### src/rtl/fft_ctrl_pkg.sv
// rtl/fft_ctrl_pkg.sv - shared types and constants for the FFT frame sequencer
// Contents: sequencer state enum, FFT framing constants, 16-lane I/Q beat type.
package fft_ctrl_pkg;

  localparam int FFT_LANES = 16;
  localparam int FFT_BEATS = 32;
  localparam int FFT_DW    = 9;

  typedef enum logic [1:0] {
    IDLE,
    RUN,
    PAD,
    GAP
  } seq_state_t;

  typedef logic signed [FFT_DW-1:0] fft_sample_t;

  typedef struct packed {
    fft_sample_t [FFT_LANES-1:0] i;
    fft_sample_t [FFT_LANES-1:0] q;
  } fft_beat_t;

endpackage

### src/rtl/fft_inflight_tracker.sv
// rtl/fft_inflight_tracker.sv - frames-in-flight counter with completion counting and watchdog
// Ports:
//   clk, rstn    clock, synchronous active-low reset
//   launch       a new frame enters the pipeline this cycle
//   valid_mod1   cbfp0 output valid; OUT_BEATS high cycles complete one frame
//   inflight     launched-but-uncompleted frame count
//   wd_fire      one-cycle pulse when the stall watchdog expires
module fft_inflight_tracker
  import fft_ctrl_pkg::*;
#(
  parameter int MAX_INFLIGHT = 2,
  parameter int OUT_BEATS    = FFT_BEATS,
  parameter int WDOG_CYCLES  = 1024
) (
  input  logic                              clk,
  input  logic                              rstn,
  input  logic                              launch,
  input  logic                              valid_mod1,
  output logic [$clog2(MAX_INFLIGHT+1)-1:0] inflight,
  output logic                              wd_fire
);

  localparam int OW = (OUT_BEATS > 1) ? $clog2(OUT_BEATS) : 1;
  localparam int WW = (WDOG_CYCLES > 1) ? $clog2(WDOG_CYCLES) : 1;
  localparam logic [OW-1:0] OUT_LAST = OW'(OUT_BEATS - 1);
  localparam logic [WW-1:0] WD_LAST  = WW'(WDOG_CYCLES - 1);

  logic [OW-1:0] out_cnt;
  logic [WW-1:0] wd_cnt;
  logic          stall;
  logic          complete;
  logic          dec;

  assign stall    = (inflight != '0) && !valid_mod1;
  assign wd_fire  = stall && (wd_cnt == WD_LAST);
  assign complete = valid_mod1 && (out_cnt == OUT_LAST);
  // A completion with nothing in flight is a stray burst; it only resets out_cnt.
  assign dec      = complete && (inflight != '0);

  always_ff @(posedge clk) begin
    if (!rstn) begin
      inflight <= '0;
      out_cnt  <= '0;
      wd_cnt   <= '0;
    end else if (wd_fire) begin
      // Watchdog abandons everything in flight, including a same-cycle launch.
      inflight <= '0;
      out_cnt  <= '0;
      wd_cnt   <= '0;
    end else begin
      wd_cnt <= stall ? wd_cnt + 1'b1 : '0;
      if (valid_mod1) out_cnt <= complete ? '0 : out_cnt + 1'b1;
      if (launch && !dec)      inflight <= inflight + 1'b1;
      else if (!launch && dec) inflight <= inflight - 1'b1;
    end
  end

endmodule

### src/rtl/fft_frame_sequencer.sv
// rtl/fft_frame_sequencer.sv - frame launcher and flow controller feeding the 512-point FFT
// Ports:
//   clk, rstn                 clock, synchronous active-low reset
//   enable                    permits new frame launches
//   clr_err                   pulse clearing sticky errors
//   s_valid/s_ready/s_din_*   source beat handshake and 16 I/Q lanes
//   m_valid/m_din_*           registered beat stream to mod0_0
//   valid_mod1                cbfp0 output valid
//   inflight, frames_launched frame accounting
//   busy, err_underrun, err_timeout  status
module fft_frame_sequencer
  import fft_ctrl_pkg::*;
#(
  parameter int DATA_WIDTH      = 9,
  parameter int NUM_LANES       = FFT_LANES,
  parameter int BEATS_PER_FRAME = FFT_BEATS,
  parameter int OUT_BEATS       = FFT_BEATS,
  parameter int MAX_INFLIGHT    = 2,
  parameter int MIN_GAP         = 0,
  parameter int WDOG_CYCLES     = 1024
) (
  input  logic                              clk,
  input  logic                              rstn,
  input  logic                              enable,
  input  logic                              clr_err,
  input  logic                              s_valid,
  output logic                              s_ready,
  input  logic signed [DATA_WIDTH-1:0]      s_din_i [0:NUM_LANES-1],
  input  logic signed [DATA_WIDTH-1:0]      s_din_q [0:NUM_LANES-1],
  output logic                              m_valid,
  output logic signed [DATA_WIDTH-1:0]      m_din_i [0:NUM_LANES-1],
  output logic signed [DATA_WIDTH-1:0]      m_din_q [0:NUM_LANES-1],
  input  logic                              valid_mod1,
  output logic [$clog2(MAX_INFLIGHT+1)-1:0] inflight,
  output logic [15:0]                       frames_launched,
  output logic                              busy,
  output logic                              err_underrun,
  output logic                              err_timeout
);

  localparam int BW = (BEATS_PER_FRAME > 1) ? $clog2(BEATS_PER_FRAME) : 1;
  localparam int GW = (MIN_GAP > 1) ? $clog2(MIN_GAP) : 1;
  localparam logic [BW-1:0] BEAT_LAST = BW'(BEATS_PER_FRAME - 1);
  localparam logic [GW-1:0] GAP_LAST  = GW'((MIN_GAP > 0) ? MIN_GAP - 1 : 0);
  localparam seq_state_t    END_ST    = (MIN_GAP > 0) ? GAP : IDLE;

  seq_state_t    state;
  logic [BW-1:0] beat_cnt;
  logic [GW-1:0] gap_cnt;
  logic          launch;
  logic          underrun;
  logic          wd_fire;

  always_comb begin
    s_ready = 1'b0;
    case (state)
      IDLE:    s_ready = enable && (int'(inflight) < MAX_INFLIGHT);
      RUN:     s_ready = 1'b1;
      default: s_ready = 1'b0;
    endcase
  end

  assign launch   = (state == IDLE) && s_valid && s_ready;
  assign underrun = (state == RUN) && !s_valid;
  assign busy     = (state != IDLE) || (inflight != '0);

  always_ff @(posedge clk) begin
    if (!rstn) begin
      state           <= IDLE;
      beat_cnt        <= '0;
      gap_cnt         <= '0;
      m_valid         <= 1'b0;
      frames_launched <= '0;
      err_underrun    <= 1'b0;
      err_timeout     <= 1'b0;
      for (int l = 0; l < NUM_LANES; l++) begin
        m_din_i[l] <= '0;
        m_din_q[l] <= '0;
      end
    end else begin
      // A same-cycle set beats clr_err.
      err_underrun <= underrun | (err_underrun & ~clr_err);
      err_timeout  <= wd_fire | (err_timeout & ~clr_err);
      case (state)
        IDLE: begin
          m_valid <= launch;
          for (int l = 0; l < NUM_LANES; l++) begin
            m_din_i[l] <= launch ? s_din_i[l] : '0;
            m_din_q[l] <= launch ? s_din_q[l] : '0;
          end
          if (launch) begin
            state           <= RUN;
            beat_cnt        <= BW'(1);
            frames_launched <= frames_launched + 16'd1;
          end
        end
        RUN, PAD: begin
          // Every cycle of a frame emits a beat; missing source data becomes zeros.
          m_valid <= 1'b1;
          for (int l = 0; l < NUM_LANES; l++) begin
            m_din_i[l] <= (state == RUN && s_valid) ? s_din_i[l] : '0;
            m_din_q[l] <= (state == RUN && s_valid) ? s_din_q[l] : '0;
          end
          if (underrun) state <= PAD;
          if (beat_cnt == BEAT_LAST) begin
            beat_cnt <= '0;
            state    <= END_ST;
          end else begin
            beat_cnt <= beat_cnt + 1'b1;
          end
        end
        GAP: begin
          m_valid <= 1'b0;
          for (int l = 0; l < NUM_LANES; l++) begin
            m_din_i[l] <= '0;
            m_din_q[l] <= '0;
          end
          if (gap_cnt == GAP_LAST) begin
            gap_cnt <= '0;
            state   <= IDLE;
          end else begin
            gap_cnt <= gap_cnt + 1'b1;
          end
        end
      endcase
    end
  end

  fft_inflight_tracker #(
    .MAX_INFLIGHT (MAX_INFLIGHT),
    .OUT_BEATS    (OUT_BEATS),
    .WDOG_CYCLES  (WDOG_CYCLES)
  ) u_tracker (
    .clk        (clk),
    .rstn       (rstn),
    .launch     (launch),
    .valid_mod1 (valid_mod1),
    .inflight   (inflight),
    .wd_fire    (wd_fire)
  );

endmodule
### config.mk
export PLATFORM = sky130hd
export DESIGN_NAME = fft_frame_sequencer
export DESIGN_NICKNAME = d
export VERILOG_FILES = /design/src/rtl/fft_ctrl_pkg.sv /design/src/rtl/fft_inflight_tracker.sv /design/src/rtl/fft_frame_sequencer.sv
export SDC_FILE = /design/constraint.sdc
export NUM_CORES = 1
export LEC_CHECK = 0
export CELL_PAD_IN_SITES_DETAIL_PLACEMENT = 0
export CELL_PAD_IN_SITES_GLOBAL_PLACEMENT = 1
export CORE_AREA = 8 8 231 233
export CTS_CLUSTER_DIAMETER = 50
export DETAILED_ROUTE_END_ITERATION = 8
export DIE_AREA = 0 0 239 241
export HOLD_SLACK_MARGIN = 0.15
export PLACE_DENSITY = 0.64
export SETUP_SLACK_MARGIN = 0.1
export SYNTH_ARGS = -nofsm -noshare
export SYNTH_HDL_FRONTEND = slang
export SYNTH_HIERARCHICAL = 1
export SYNTH_SLANG_ARGS = --single-unit
### constraint.sdc
create_clock -name clk -period 1.96 [get_ports clk]
set_input_delay 0.392 -clock clk [delete_from_list [all_inputs] [get_ports clk]]
set_output_delay 0.392 -clock clk [all_outputs]
set_load 0.01 [all_outputs]
# Yosys cells after proc, flatten, opt, wreduce, memory -nomap -nowiden

Cells that the tools add are included.

Bits in registers: 332
Output and inout port bits: 311

Add/sub/neg operators: 7
$lt $le $gt $ge: 1
Eq/ne operators: 9
Mux-type cells: 80
Bitwise logic cells: 7
Reductions and logical operators: 27

Operators with widths:

| cell                                                             | number |
|---|---|
| 144-bit one-hot mux with 3 select lines                          | 2 |
| 9-bit 2-to-1 mux                                                 | 64 |
| 16-bit by 1-bit adder with 16-bit output (second input constant) | 1 |
| 5-bit 2-to-1 mux                                                 | 3 |
| 2-bit 2-to-1 mux                                                 | 6 |
| 1-bit logical AND                                                | 11 |
| 10-bit by 1-bit adder with 10-bit output (second input constant) | 1 |
| 5-bit by 1-bit adder with 5-bit output (second input constant)   | 2 |
| 10-bit == test (second input constant)                           | 1 |
| 5-bit == test (second input constant)                            | 2 |
| 5-bit one-hot mux with 2 select lines                            | 1 |
| 2-bit nonzero test                                               | 4 |
| 2-bit one-hot mux with 3 select lines                            | 1 |
| 2-bit == test (second input constant)                            | 2 |
| 1-bit zero test                                                  | 4 |
| 2-bit != test (second input constant)                            | 2 |
| 2-bit AND reduction                                              | 2 |
| 2-bit OR reduction                                               | 2 |
| 3-bit != test (second input constant)                            | 1 |
| 1-bit NOT                                                        | 3 |
| 1-bit one-hot mux with 3 select lines                            | 1 |
| 3-bit AND reduction                                              | 1 |
| 3-bit OR reduction                                               | 1 |
| 2-bit by 1-bit adder with 2-bit output (second input constant)   | 1 |
| other kinds (10)                                                 | 12 |

# Depth between registers and ports, before layout

Gate-level depths: netlist of the first run.

Word-level depth: 8
Depth in mapped cells: 10
Gate-level depth less buffers: 9

# Modules after synthesis

The synthesis of the first run kept the hierarchy.

Modules (own cells, without submodules):

| module               | times used | cells each | area an instance (um^2) |
|---|---|---|---|
| fft_frame_sequencer  | 1          | 758        | 9017.4 |
| fft_inflight_tracker | 1          | 87         | 823.3 |

# Least setup slack after synthesis of the first run

No wires, ideal clock.

Path kind: register -> register
Start point: register state[1]
End point: register u_tracker.inflight[1]
Arrival time: 1688 ps
Data required time: 1845 ps
Setup slack: 157 ps
Cell stages (with the launch flop): 11
Cell sequence: dfxtp_1 inv_1 ha_1 buf_2 o211ai_1 inv_1 ha_1 xor2_1 nor2_1 xnor2_1 nor2_1

Cells in the longest elaborated chain, start to end: 6
Elaborated cells on any way between the ends: 10

RTL lines:

| item                                                                        | line                                                 | RTL |
|---|---|---|
| from (decl)                                                                 | fft_frame_sequencer.sv:47                            | `seq_state_t state;` |
| from (signal assigned)                                                      | fft_frame_sequencer.sv:69                            | `state <= IDLE;` |
| from (signal assigned)                                                      | fft_frame_sequencer.sv:92                            | `state <= RUN;` |
| from (signal assigned)                                                      | fft_frame_sequencer.sv:104                           | `if (underrun) state <= PAD;` |
| 2-bit by 1-bit == test with 1-bit output or 2-bit zero test (tied branches) | fft_frame_sequencer.sv:56, fft_frame_sequencer.sv:63 |  |
| 1-bit one-hot mux with 2 select lines or 1-bit logical AND (tied branches)  | fft_frame_sequencer.sv:56, fft_frame_sequencer.sv:63 |  |
| 1-bit logical AND *                                                         | fft_frame_sequencer.sv:63                            | `assign launch = (state == IDLE) && s_valid && s_ready;` |
| named net launch                                                            | fft_frame_sequencer.sv:50                            | `logic launch;` |
| 1-bit zero test                                                             | fft_inflight_tracker.sv:54                           | `else if (!launch && dec) inflight <= inflight - 1'b1;` |
| 1-bit logical AND                                                           | fft_inflight_tracker.sv:54                           |  |
| 2-bit nonzero test (no source line)                                         | -                                                    |  |
| to (signal assigned)                                                        | fft_inflight_tracker.sv:53                           | `if (launch && !dec) inflight <= inflight + 1'b1;` |
| to (signal assigned)                                                        | fft_inflight_tracker.sv:54                           |  |
| to (decl)                                                                   | fft_inflight_tracker.sv:19                           | `output logic [$clog2(MAX_INFLIGHT+1)-1:0] inflight,` |

Mark *: on every way through the listed nets, which the timed path passes. The rest lies on a longest branch.
A chain may end at the register's enable or synchronous reset.

# Worst setup path after layout of the first run

Start point: register state[1]
End point: output s_ready

Cells in the longest elaborated chain, start to end: 2
Elaborated cells on any way between the ends: 3

RTL lines:

| item                                                                        | line                      | RTL |
|---|---|---|
| 2-bit by 1-bit == test with 1-bit output or 2-bit zero test (tied branches) | fft_frame_sequencer.sv:56 | `case (state)` |
| 1-bit one-hot mux with 2 select lines *                                     | fft_frame_sequencer.sv:56 |  |
| to (decl)                                                                   | fft_frame_sequencer.sv:27 | `output logic s_ready,` |

Mark *: on every way between the ends. The rest lies on a longest branch, timed or not.

==> results.py, run 1 <==
metrics = {
    "timing": {
        "clock_skew_ns": 0.0193,
        "finalCriticalPeriod_ns": 1.83,
        "rsz0062_at_grt": "yes",
        "fin_tns_setup_ns": 0,
        "slew_headroom_pct": 75.5,
        "holdWs_ns": 0.386,
        "hold_viol_final": 0,
        "tightest_slew_ns": 0.369,
        "final.period_utilization_pct": 93.4,
        "slew_viol_final": 0,
        "max_freq_mhz": 546,
        "setup_viol": 0,
    },
    "logic_synthesis": {
        "synth_cells": 845,
        "synth_compound_gate_area_share_pct": 3.87,
        "synth_xor_area_share_pct": 1.25,
        "synth_top_area_share_pct": 67.3,
        "seq_area_frac_synth_pct": 67.3,
        "synth_top_family_by_area": "simple AND/OR/NAND/NOR gates",
        "synth.area.top_cells": "dfxtp_1 67%, and2_1 18%, clkbuf_2 1.2%",
        "syn-num-nets": 1148,
        "yosys_warnings": 6,
        "netlist_top_cells_count": "331 x dfxtp_1, 290 x and2_1, 27 x nor2_1, 23 x clkbuf_2, 21 x a21oi_1",
        "synthAdderAreaFrac_pct": 1.14,
        "async_reset_ff_share_pct": 0,
        "synth-simple-area-share_pct": 23.8,
        "yosys.area.top_type": "dfxtp_1",
        "synth-seq-cells": 331,
        "yosysMostFrequentCell": "dfxtp_1",
        "synth-edff-count": 0,
        "dominantRegCellSynth": "dfxtp_1",
        "synth_area_um2": 9840,
        "muxShareOfSynthArea_pct": 0.420,
        "synthDistinctLibCells": 46,
        "synth.avg_cell_area_um2": 11.6,
    },
    "final_layout": {
        "post_route_cells_drive_above_1_share_pct": 9.95,
        "syn2layout_area_growth_pct": 89.1,
        "utilization_pct": 37.5,
        "nNetsFinal": 1803,
    },
    "power": {
        "leakage_nw": 8.95,
        "ir_worst_vdd_mv": 0.600,
        "power.density_nw_per_um2": 993,
    },
    "worst_setup_path": {
        "crit_start": "state[1]$_SDFFE_PN0P_",
        "start_kind": "register",
        "critPathBufInv": 2,
        "required_ns": 1.57,
        "cp_max_fo": 5,
        "end_kind": "output pin",
        "crit_type": "reg -> out",
        "max_stage_delay_ns": 0.33,
        "crit_arrival_ns": 1.44,
        "slowest_stage": "dfxtp_2",
        "cp_top_family": "flip-flops",
        "path_cells": "inv_4 -> ha_4 -> a31o_2 -> buf_6",
        "r2r-start": "state[1]$_SDFFE_PN0P_",
    },
    "floorplanning": {
        "die_area_um2": 57600,
        "core_um2": 49700,
        "chipHeight_um": 241,
        "core.rowCount": 82,
        "start_util_pct": 19.8,
        "dieWidth_um": 239,
        "pin_count": 605,
    },
    "clock_network": {
        "htree_levels": 2,
        "cts_made_buffers": 45,
        "cts_sinks": 331,
        "clockBufferDepth": 3,
        "cts_hold_buffers": 0,
        "clk_pin_slew_ns": 0.06,
        "cts_root_buffer": "clkbuf_16",
        "cts_tree": "done",
        "clock_latency_ns": 0.56,
    },
    "global_route": {
        "antenna_found_initial": 8,
        "track_usage_pct": 13.3,
        "grt_max_degree": 52,
        "overflow": 0,
        "grt_pass1_wl_um": 57300,
        "first_global_vias": 8418,
    },
    "detailed_routing": {
        "route.detailed.drc": 0,
        "vias": 8184,
        "wl_um": 41700,
        "detail-route-antenna-nets": 0,
        "drt_iter0_markers": 186,
        "vias_per_cell": 3.70,
        "drt-pass1-iter-count": 4,
        "wl_per_cell_um": 18.9,
    },
    "min_path": {
        "holdCritPathClass": "in -> reg",
        "hold_start": "s_din_q[131]",
    },
    "placement": {
        "gp_congestion": 0.788,
        "post-dp-hpwl_um": 33500,
        "io_buffers": 604,
    },
    "run_status": {
        "status": "finished, final reports clean",
    },
    "job": {
        "cap_violations": 0,
    },
}
-- cell families after synthesis --
| logic type | count (synthesis) |
|---|---|
| muxes | 4 |
| adders and majority gates | 9 |
| DFF | 331 |
| AOI/OAI and AO/OA | 60 |
| xor gates and xnor gates | 14 |
| buffers and inverters | 45 |
| and+or+nand+nor | 382 |
-- metrics by stage --
step	power, mW	cell area, µm²	std cells	setup slack (ns)
after floorplan	8.19	9840	845	0.157
after global placement	9.92	16900	2120	-0.251
after detailed placement	9.94	16900	2120	-0.254
after CTS	18.8	18400	2205	-0.0455
after global routing	19.3	18600	2210	0.0706
final	18.5	18600	2211	0.130
-- state kept, by name, summed over array words and instances (netlist names) --
register,flops
m_din_i,144
m_din_q,144
frames_launched,16
u_tracker/wd_cnt,10
beat_cnt,5
u_tracker/out_cnt,5
state,2
u_tracker/inflight,2
err_timeout,1
err_underrun,1
m_valid,1
-- routing by layer --
layer	vias up	wire (µm)	GRT usage, %
met5	-	63	0
met4	10	981	4.16
met3	77	4750	6.54
met2	370	21000	23.7
met1	3699	14900	13.8
li1	4028	-	-
-- power breakdown --
part / internal [mW] / switching (mW) / total, mW / leakage [nW]
Clock: 5.71 / 3.14 / 8.85 / 0.801
Combinational: 1.40 / 0.974 / 2.38 / 5.46
Sequential: 7.13 / 0.125 / 7.25 / 2.69
Total: 14.2 / 4.24 / 18.5 / 8.95
-- repair_timing --
action                     in CTS  in global routing
setup buffers                   1                  4
setup endpoints to repair     243                 70
resized for setup             185                 74
pin swaps                       1                  5
-- area by class of cell --
cell class / count / area [µm²]
fill: 4959 / 31000
sequential: 331 / 6640
timing repair buffer: 645 / 6370
multi-input combinational: 469 / 3060
clock buffer: 62 / 1330
tap: 672 / 841
clock inverter: 22 / 323
inverter: 8 / 32.5
antenna: 2 / 5.00
-- layout by cell type, fill, tap and decap left out, types with 9 or more instances in the layout --
master and count:
a21oi_1 21, nor2_1 27, dlymetal6s2s_1 58, clkdlybuf4s50_1 377, nand2_1 10, dlygate4sd2_1 167, dfxtp_1 322, dfxtp_2 9
buf_4 34, o21ai_0 14, nand3_1 13, clkbuf_8 10, and2_1 290, clkbuf_16 47, xor2_1 11
-- path summary, 6_finish.rpt --
check | end | slack [ns] | cells past startpoint
worst max register to register | frames_launched[14]$_SDFFE_PN0P_ | 0.16 | 7
worst min-delay path | m_din_q[131]$_SDFF_PN0_ | 0.39 | 2
worst min register to register | err_underrun$_SDFF_PN0_ | 0.46 | 2
worst max-delay path | s_ready | 0.13 | 4
(Power assumes the default switching activity.)
==> run 2: changes to the inputs <==
CTS_BUF_LIST = sky130_fd_sc_hd__clkbuf_4 sky130_fd_sc_hd__clkbuf_8 sky130_fd_sc_hd__clkbuf_16   (was default)
==> results.py, run 2 (synthesis gave the netlist of run 1 again) <==
metrics = {
    "final_layout": {
        "utilization_pct": 37.5,
        "ff_latch_area_um2": 6640,
        "nNetsFinal": 1803,
        "nFillCells": 4960,
        "reg_top3": "m_din_i (144), m_din_q (144), frames_launched (16)",
        "syn2layout_area_growth_pct": 89.3,
        "layout_commonest_cell": "clkdlybuf4s50_1",
        "post_route_cells_drive_above_1_share_pct": 10.3,
        "final_cell_mix": "376 x clkdlybuf4s50_1, 322 x dfxtp_1, 290 x and2_1",
        "multi_input_area_um2": 3060,
        "fin_cells": 2211,
    },
    "placement": {
        "post-dp-hpwl_um": 33500,
        "gp_congestion": 0.788,
        "dp_slack_ns": -0.254,
        "place_inst": 2120,
        "io_buffers": 604,
    },
    "worst_setup_path": {
        "required_ns": 1.57,
        "end_kind": "output pin",
        "path_cells": "inv_4 -> ha_4 -> a31o_2 -> buf_6",
        "max_stage_delay_ns": 0.33,
        "start_kind": "register",
        "slowest_stage": "dfxtp_2",
        "cp_top_family": "flip-flops",
        "critPathBufInv": 2,
        "cp_max_fo": 5,
        "crit_type": "reg -> out",
        "crit_arrival_ns": 1.44,
    },
    "timing": {
        "max_freq_mhz": 546,
        "final.period_utilization_pct": 93.4,
        "tightest_slew_ns": 0.376,
        "timing.final.ws_setup_ns": 0.130,
        "setup_viol": 0,
        "finalCriticalPeriod_ns": 1.83,
        "fin_tns_setup_ns": 0,
        "slew_headroom_pct": 75.0,
        "slew_viol_final": 0,
        "hold_viol_final": 0,
        "rsz0062_at_grt": "yes",
        "clock_skew_ns": 0.0186,
    },
    "clock_network": {
        "cts_tree": "done",
        "clockBufferDepth": 3,
        "cts_made_buffers": 45,
        "cts_sinks": 331,
        "clk_pin_slew_ns": 0.06,
        "clock_latency_ns": 0.56,
        "cts_root_buffer": "clkbuf_16",
        "htree_levels": 2,
        "cts_hold_buffers": 0,
    },
    "global_route": {
        "grt_pass1_wl_um": 57300,
        "first_global_vias": 8416,
        "grt_max_degree": 52,
        "antenna_found_initial": 8,
        "track_usage_pct": 13.4,
        "overflow": 0,
    },
    "floorplanning": {
        "start_util_pct": 19.8,
        "chipHeight_um": 241,
        "dieWidth_um": 239,
        "pin_count": 605,
        "die_area_um2": 57600,
        "core.rowCount": 82,
        "core_um2": 49700,
    },
    "power": {
        "power.density_nw_per_um2": 995,
        "leakage_nw": 8.99,
        "ir_worst_vdd_mv": 0.600,
    },
    "min_path": {
        "holdCritPathClass": "in -> reg",
    },
    "detailed_routing": {
        "wl_per_cell_um": 18.9,
        "vias_per_cell": 3.70,
        "drt_iter0_markers": 177,
        "drt-pass1-iter-count": 4,
        "wl_um": 41700,
        "detail-route-antenna-nets": 0,
        "route.detailed.drc": 0,
        "vias": 8184,
    },
    "run_status": {
        "status": "finished, final reports clean",
    },
    "job": {
        "cap_violations": 0,
    },
}
run 2: path summary, 6_finish.rpt:
kind | slack (ns) | startpoint | cells after the start | to
worst max register to register | 0.16 | state[1]$_SDFFE_PN0P_ | 7 | frames_launched[14]$_SDFFE_PN0P_
worst min-delay path | 0.39 | s_din_q[131] | 2 | m_din_q[131]$_SDFF_PN0_
worst max-delay path | 0.13 | state[1]$_SDFFE_PN0P_ | 4 | s_ready
worst min register to register | 0.46 | err_underrun$_SDFF_PN0_ | 2 | err_underrun$_SDFF_PN0_
run 2: cell type report:
cell class	count	area share [%]
Antenna cell	2	0.0269
Multi-Input combinational cell	469	16.4
Clock inverter	22	1.73
Timing Repair Buffer	645	34.2
Tap cell	672	4.51
Clock buffer	62	7.25
Inverter	8	0.175
Sequential cell	331	35.6
run 2: through the flow:
step | cell area, µm² | hold slack [ns] | power, mW
2_1_floorplan | 9840 | 0.441 | 8.19
3_3_place_gp | 16900 | 0.451 | 9.92
3_5_place_dp | 16900 | 0.461 | 9.94
4_1_cts | 18400 | 0.335 | 18.9
5_1_grt | 18600 | 0.350 | 19.4
6_report | 18600 | 0.386 | 18.5
run 2: metal layers:
| metal | up-vias | routed length (µm) | global-route usage (%) |
|---|---|---|---|
| met1 | 3695 | 14900 | 13.8 |
| met4 | 10 | 973 | 4.16 |
| met5 | - | 63 | 0 |
| met3 | 77 | 4740 | 6.54 |
| li1 | 4030 | - | - |
| met2 | 372 | 21000 | 23.6 |
run 2: where the power goes:
group	internal, mW	leakage (nW)	switching (mW)	total [mW]
clock	5.78	0.818	3.13	8.91
sequential	7.13	2.69	0.125	7.25
combinational	1.40	5.48	0.974	2.38
total	14.3	8.99	4.23	18.5
run 2: what timing repair did:
| action | 4_1_cts | 5_1_grt |
|---|---|---|
| hold endpoints to repair | 0 | 0 |
| pin swaps | 1 | 5 |
| resized for setup | 185 | 75 |
| gates cloned | 0 | 0 |
| setup buffers | 1 | 4 |
| endpoints found under the setup margin | 243 | 71 |
==> run 3: changes to the inputs <==
ABC_AREA = 1   (was default)
CORE_AREA = 8 8 228 230   (was 8 8 231 233)
DIE_AREA = 0 0 236 238   (was 0 0 239 241)
PLACE_DENSITY = 0.7   (was 0.64)
==> results.py, run 3 <==
metrics = {
    "global_route": {
        "antenna_found_initial": 3,
        "grt_max_degree": 69,
        "track_usage_pct": 14.4,
        "first_global_vias": 10300,
        "grt_pass1_wl_um": 63200,
        "overflow": 0,
    },
    "clock_network": {
        "cts_hold_buffers": 0,
        "htree_levels": 2,
        "cts_root_buffer": "clkbuf_16",
        "cts_sinks": 331,
        "clock_latency_ns": 0.55,
        "cts_tree": "done",
        "clk_pin_slew_ns": 0.05,
        "clockBufferDepth": 3,
        "cts_made_buffers": 44,
    },
    "power": {
        "fin_total_pwr_mw": 18.7,
        "leakage_nw": 9.38,
        "power.density_nw_per_um2": 965,
        "ir_worst_vdd_mv": 0.679,
    },
    "floorplanning": {
        "core_um2": 48300,
        "die_area_um2": 56200,
        "pin_count": 605,
        "core.rowCount": 81,
        "chipHeight_um": 238,
        "dieWidth_um": 236,
        "start_util_pct": 21.6,
    },
    "final_layout": {
        "fin_cells": 2564,
        "post_route_cells_drive_above_1_share_pct": 9.53,
        "layout_commonest_cell": "clkdlybuf4s50_1",
        "final_cell_mix": "400 x clkdlybuf4s50_1, 369 x nand2_1, 346 x nor2_1",
        "reg_top3": "m_din_i (144), m_din_q (144), frames_launched (16)",
        "ff_latch_area_um2": 6640,
        "nNetsFinal": 2208,
        "syn2layout_area_growth_pct": 86.3,
        "nFillCells": 4883,
        "multi_input_area_um2": 3440,
    },
    "logic_synthesis": {
        "yosys_warnings": 6,
        "yosys.area.top_type": "dfxtp_1",
        "synth_cells": 1261,
        "synth_area_um2": 10400,
        "syn-num-nets": 1564,
        "synth-seq-cells": 331,
        "yosysMostFrequentCell": "nand2_1",
        "netlist_top_cells_count": "373 x nand2_1, 354 x nor2_1, 331 x dfxtp_1, 45 x inv_1, 42 x clkbuf_1",
        "dominantRegCellSynth": "dfxtp_1",
        "seq_area_frac_synth_pct": 63.6,
        "synth.avg_cell_area_um2": 8.27,
        "synth.area.top_cells": "dfxtp_1 64%, nand2_1 13%, nor2_1 13%",
        "synth_top_area_share_pct": 63.6,
        "async_reset_ff_share_pct": 0,
        "synth-edff-count": 0,
        "synthDistinctLibCells": 28,
    },
    "worst_setup_path": {
        "cp_max_fo": 3,
        "start_kind": "register",
        "end_kind": "output pin",
        "path_cells": "inv_2 -> ha_4 -> inv_2 -> nand2_4 -> buf_4",
        "required_ns": 1.57,
        "crit_arrival_ns": 1.49,
        "crit_type": "reg -> out",
        "cpMostUsedCell": "inv_2",
        "max_stage_delay_ns": 0.36,
        "slowest_stage": "dfxtp_1",
    },
    "timing": {
        "holdWs_ns": 0.258,
        "tightest_slew_ns": 0.514,
        "hold_viol_final": 0,
        "clock_skew_ns": 0.0154,
        "rsz0062_at_grt": "yes",
        "setup_viol": 0,
        "max_freq_mhz": 532,
        "final.period_utilization_pct": 96.0,
        "slew_viol_final": 0,
        "timing.final.ws_setup_ns": 0.0788,
        "slew_headroom_pct": 65.8,
        "finalCriticalPeriod_ns": 1.88,
    },
    "job": {
        "cap_violations": 0,
    },
    "detailed_routing": {
        "drt-pass1-iter-count": 5,
        "route.detailed.drc": 0,
        "vias_per_cell": 4.01,
        "wl_per_cell_um": 17.2,
        "drt_iter0_markers": 339,
        "vias": 10300,
        "detail-route-antenna-nets": 0,
        "wl_um": 44100,
    },
    "placement": {
        "post-dp-hpwl_um": 33500,
        "io_buffers": 604,
        "dp_slack_ns": -0.161,
        "gp_congestion": 0.791,
        "place_inst": 2465,
    },
    "min_path": {
        "holdCritPathClass": "in -> reg",
    },
    "run_status": {
        "status": "finished, final reports clean",
    },
}
run 3: changes by cell type after synthesis, sizes merged, moves of 8 or more:
cell,previous run,this run
and2,290,0
clkbuf,31,42
nand3,13,23
nor2,27,357
nand2,11,376
xor2,11,3
buf,6,26
inv,8,45
run 3: cell type report:
type                            count  area share [%]
Timing Repair Buffer              666            35.2
Sequential cell                   331            34.2
Multi-Input combinational cell    816            17.7
Clock buffer                       59            6.56
Tap cell                          622            4.01
Clock inverter                     23            1.48
Inverter                           46           0.889
Antenna cell                        1          0.0129
run 3: metal layers:
| layer | GRT usage [%] | part of all wire, % | up-vias |
|---|---|---|---|
| li1 | - | - | 5122 |
| met1 | 15.2 | 37 | 4664 |
| met2 | 25.2 | 50 | 413 |
| met3 | 7.10 | 10 | 74 |
| met4 | 4.58 | 2.8 | 4 |
| met5 | 0 | 0.061 | - |
run 3: kinds of logic (layout without fill, tap and decap cells):
kind of cell    count (synthesis)  in the layout  share of synthesized area (%)
xor+xnor                        5              5                          0.420
other cells                     0              1                              0
simple gates                  772            772                           28.7
compound gates                 29             29                           1.69
fa+ha+maj                       9              9                           1.08
mux                             1              1                         0.0960
buf+inv                       114            794                           4.42
flops                         331            331                           63.6
run 3: final timing paths:
path                                           from                                 end  slack (ns)  depth (start not counted)
setup / recovery              state[1]$_SDFFE_PN0P_                             s_ready        0.08                          5
hold reg to reg      u_tracker/wd_cnt[0]$_SDFF_PP0_      u_tracker/wd_cnt[0]$_SDFF_PP0_        0.46                          1
setup reg to reg  u_tracker/out_cnt[1]$_SDFFE_PP0P_  u_tracker/inflight[0]$_SDFFE_PP0P_        0.09                         10
hold / removal                                 rstn     frames_launched[7]$_SDFFE_PN0P_        0.26                          3
run 3: through the flow:
| step | TNS, ns | util [%] | instance area, µm² |
|---|---|---|---|
| 5_1_grt | -0.00956 | 40.2 | 19400 |
| 3_5_place_dp | -2.50 | 36.1 | 17500 |
| 6_report | 0 | 40.2 | 19400 |
| 4_1_cts | -0.0552 | 39.0 | 18900 |
| 3_3_place_gp | -2.07 | 36.1 | 17500 |
| 2_1_floorplan | 0 | - | 10400 |
run 3: worst max-delay path: cells and delay by family (launching register included):
kind                       cells  cell delay, ns
buffers and inverters          3            0.33
and+or+nand+nor                1            0.06
DFF                            1            0.36
adders and majority gates      1            0.18
run 3: what timing repair did:
item                                    4_1_cts  5_1_grt
gates resized for setup                     157       98
pin swaps                                     0       12
endpoints found under the setup margin      200      142
hold endpoints to repair                      0        0
setup buffers                                 0        7
gates cloned                                  0        9
run 3: report_power, final:
part	total [mW]	switching (mW)	internal (mW)
logic	3.12	1.46	1.66
clock network	8.40	3.12	5.28
registers	7.22	0.109	7.11
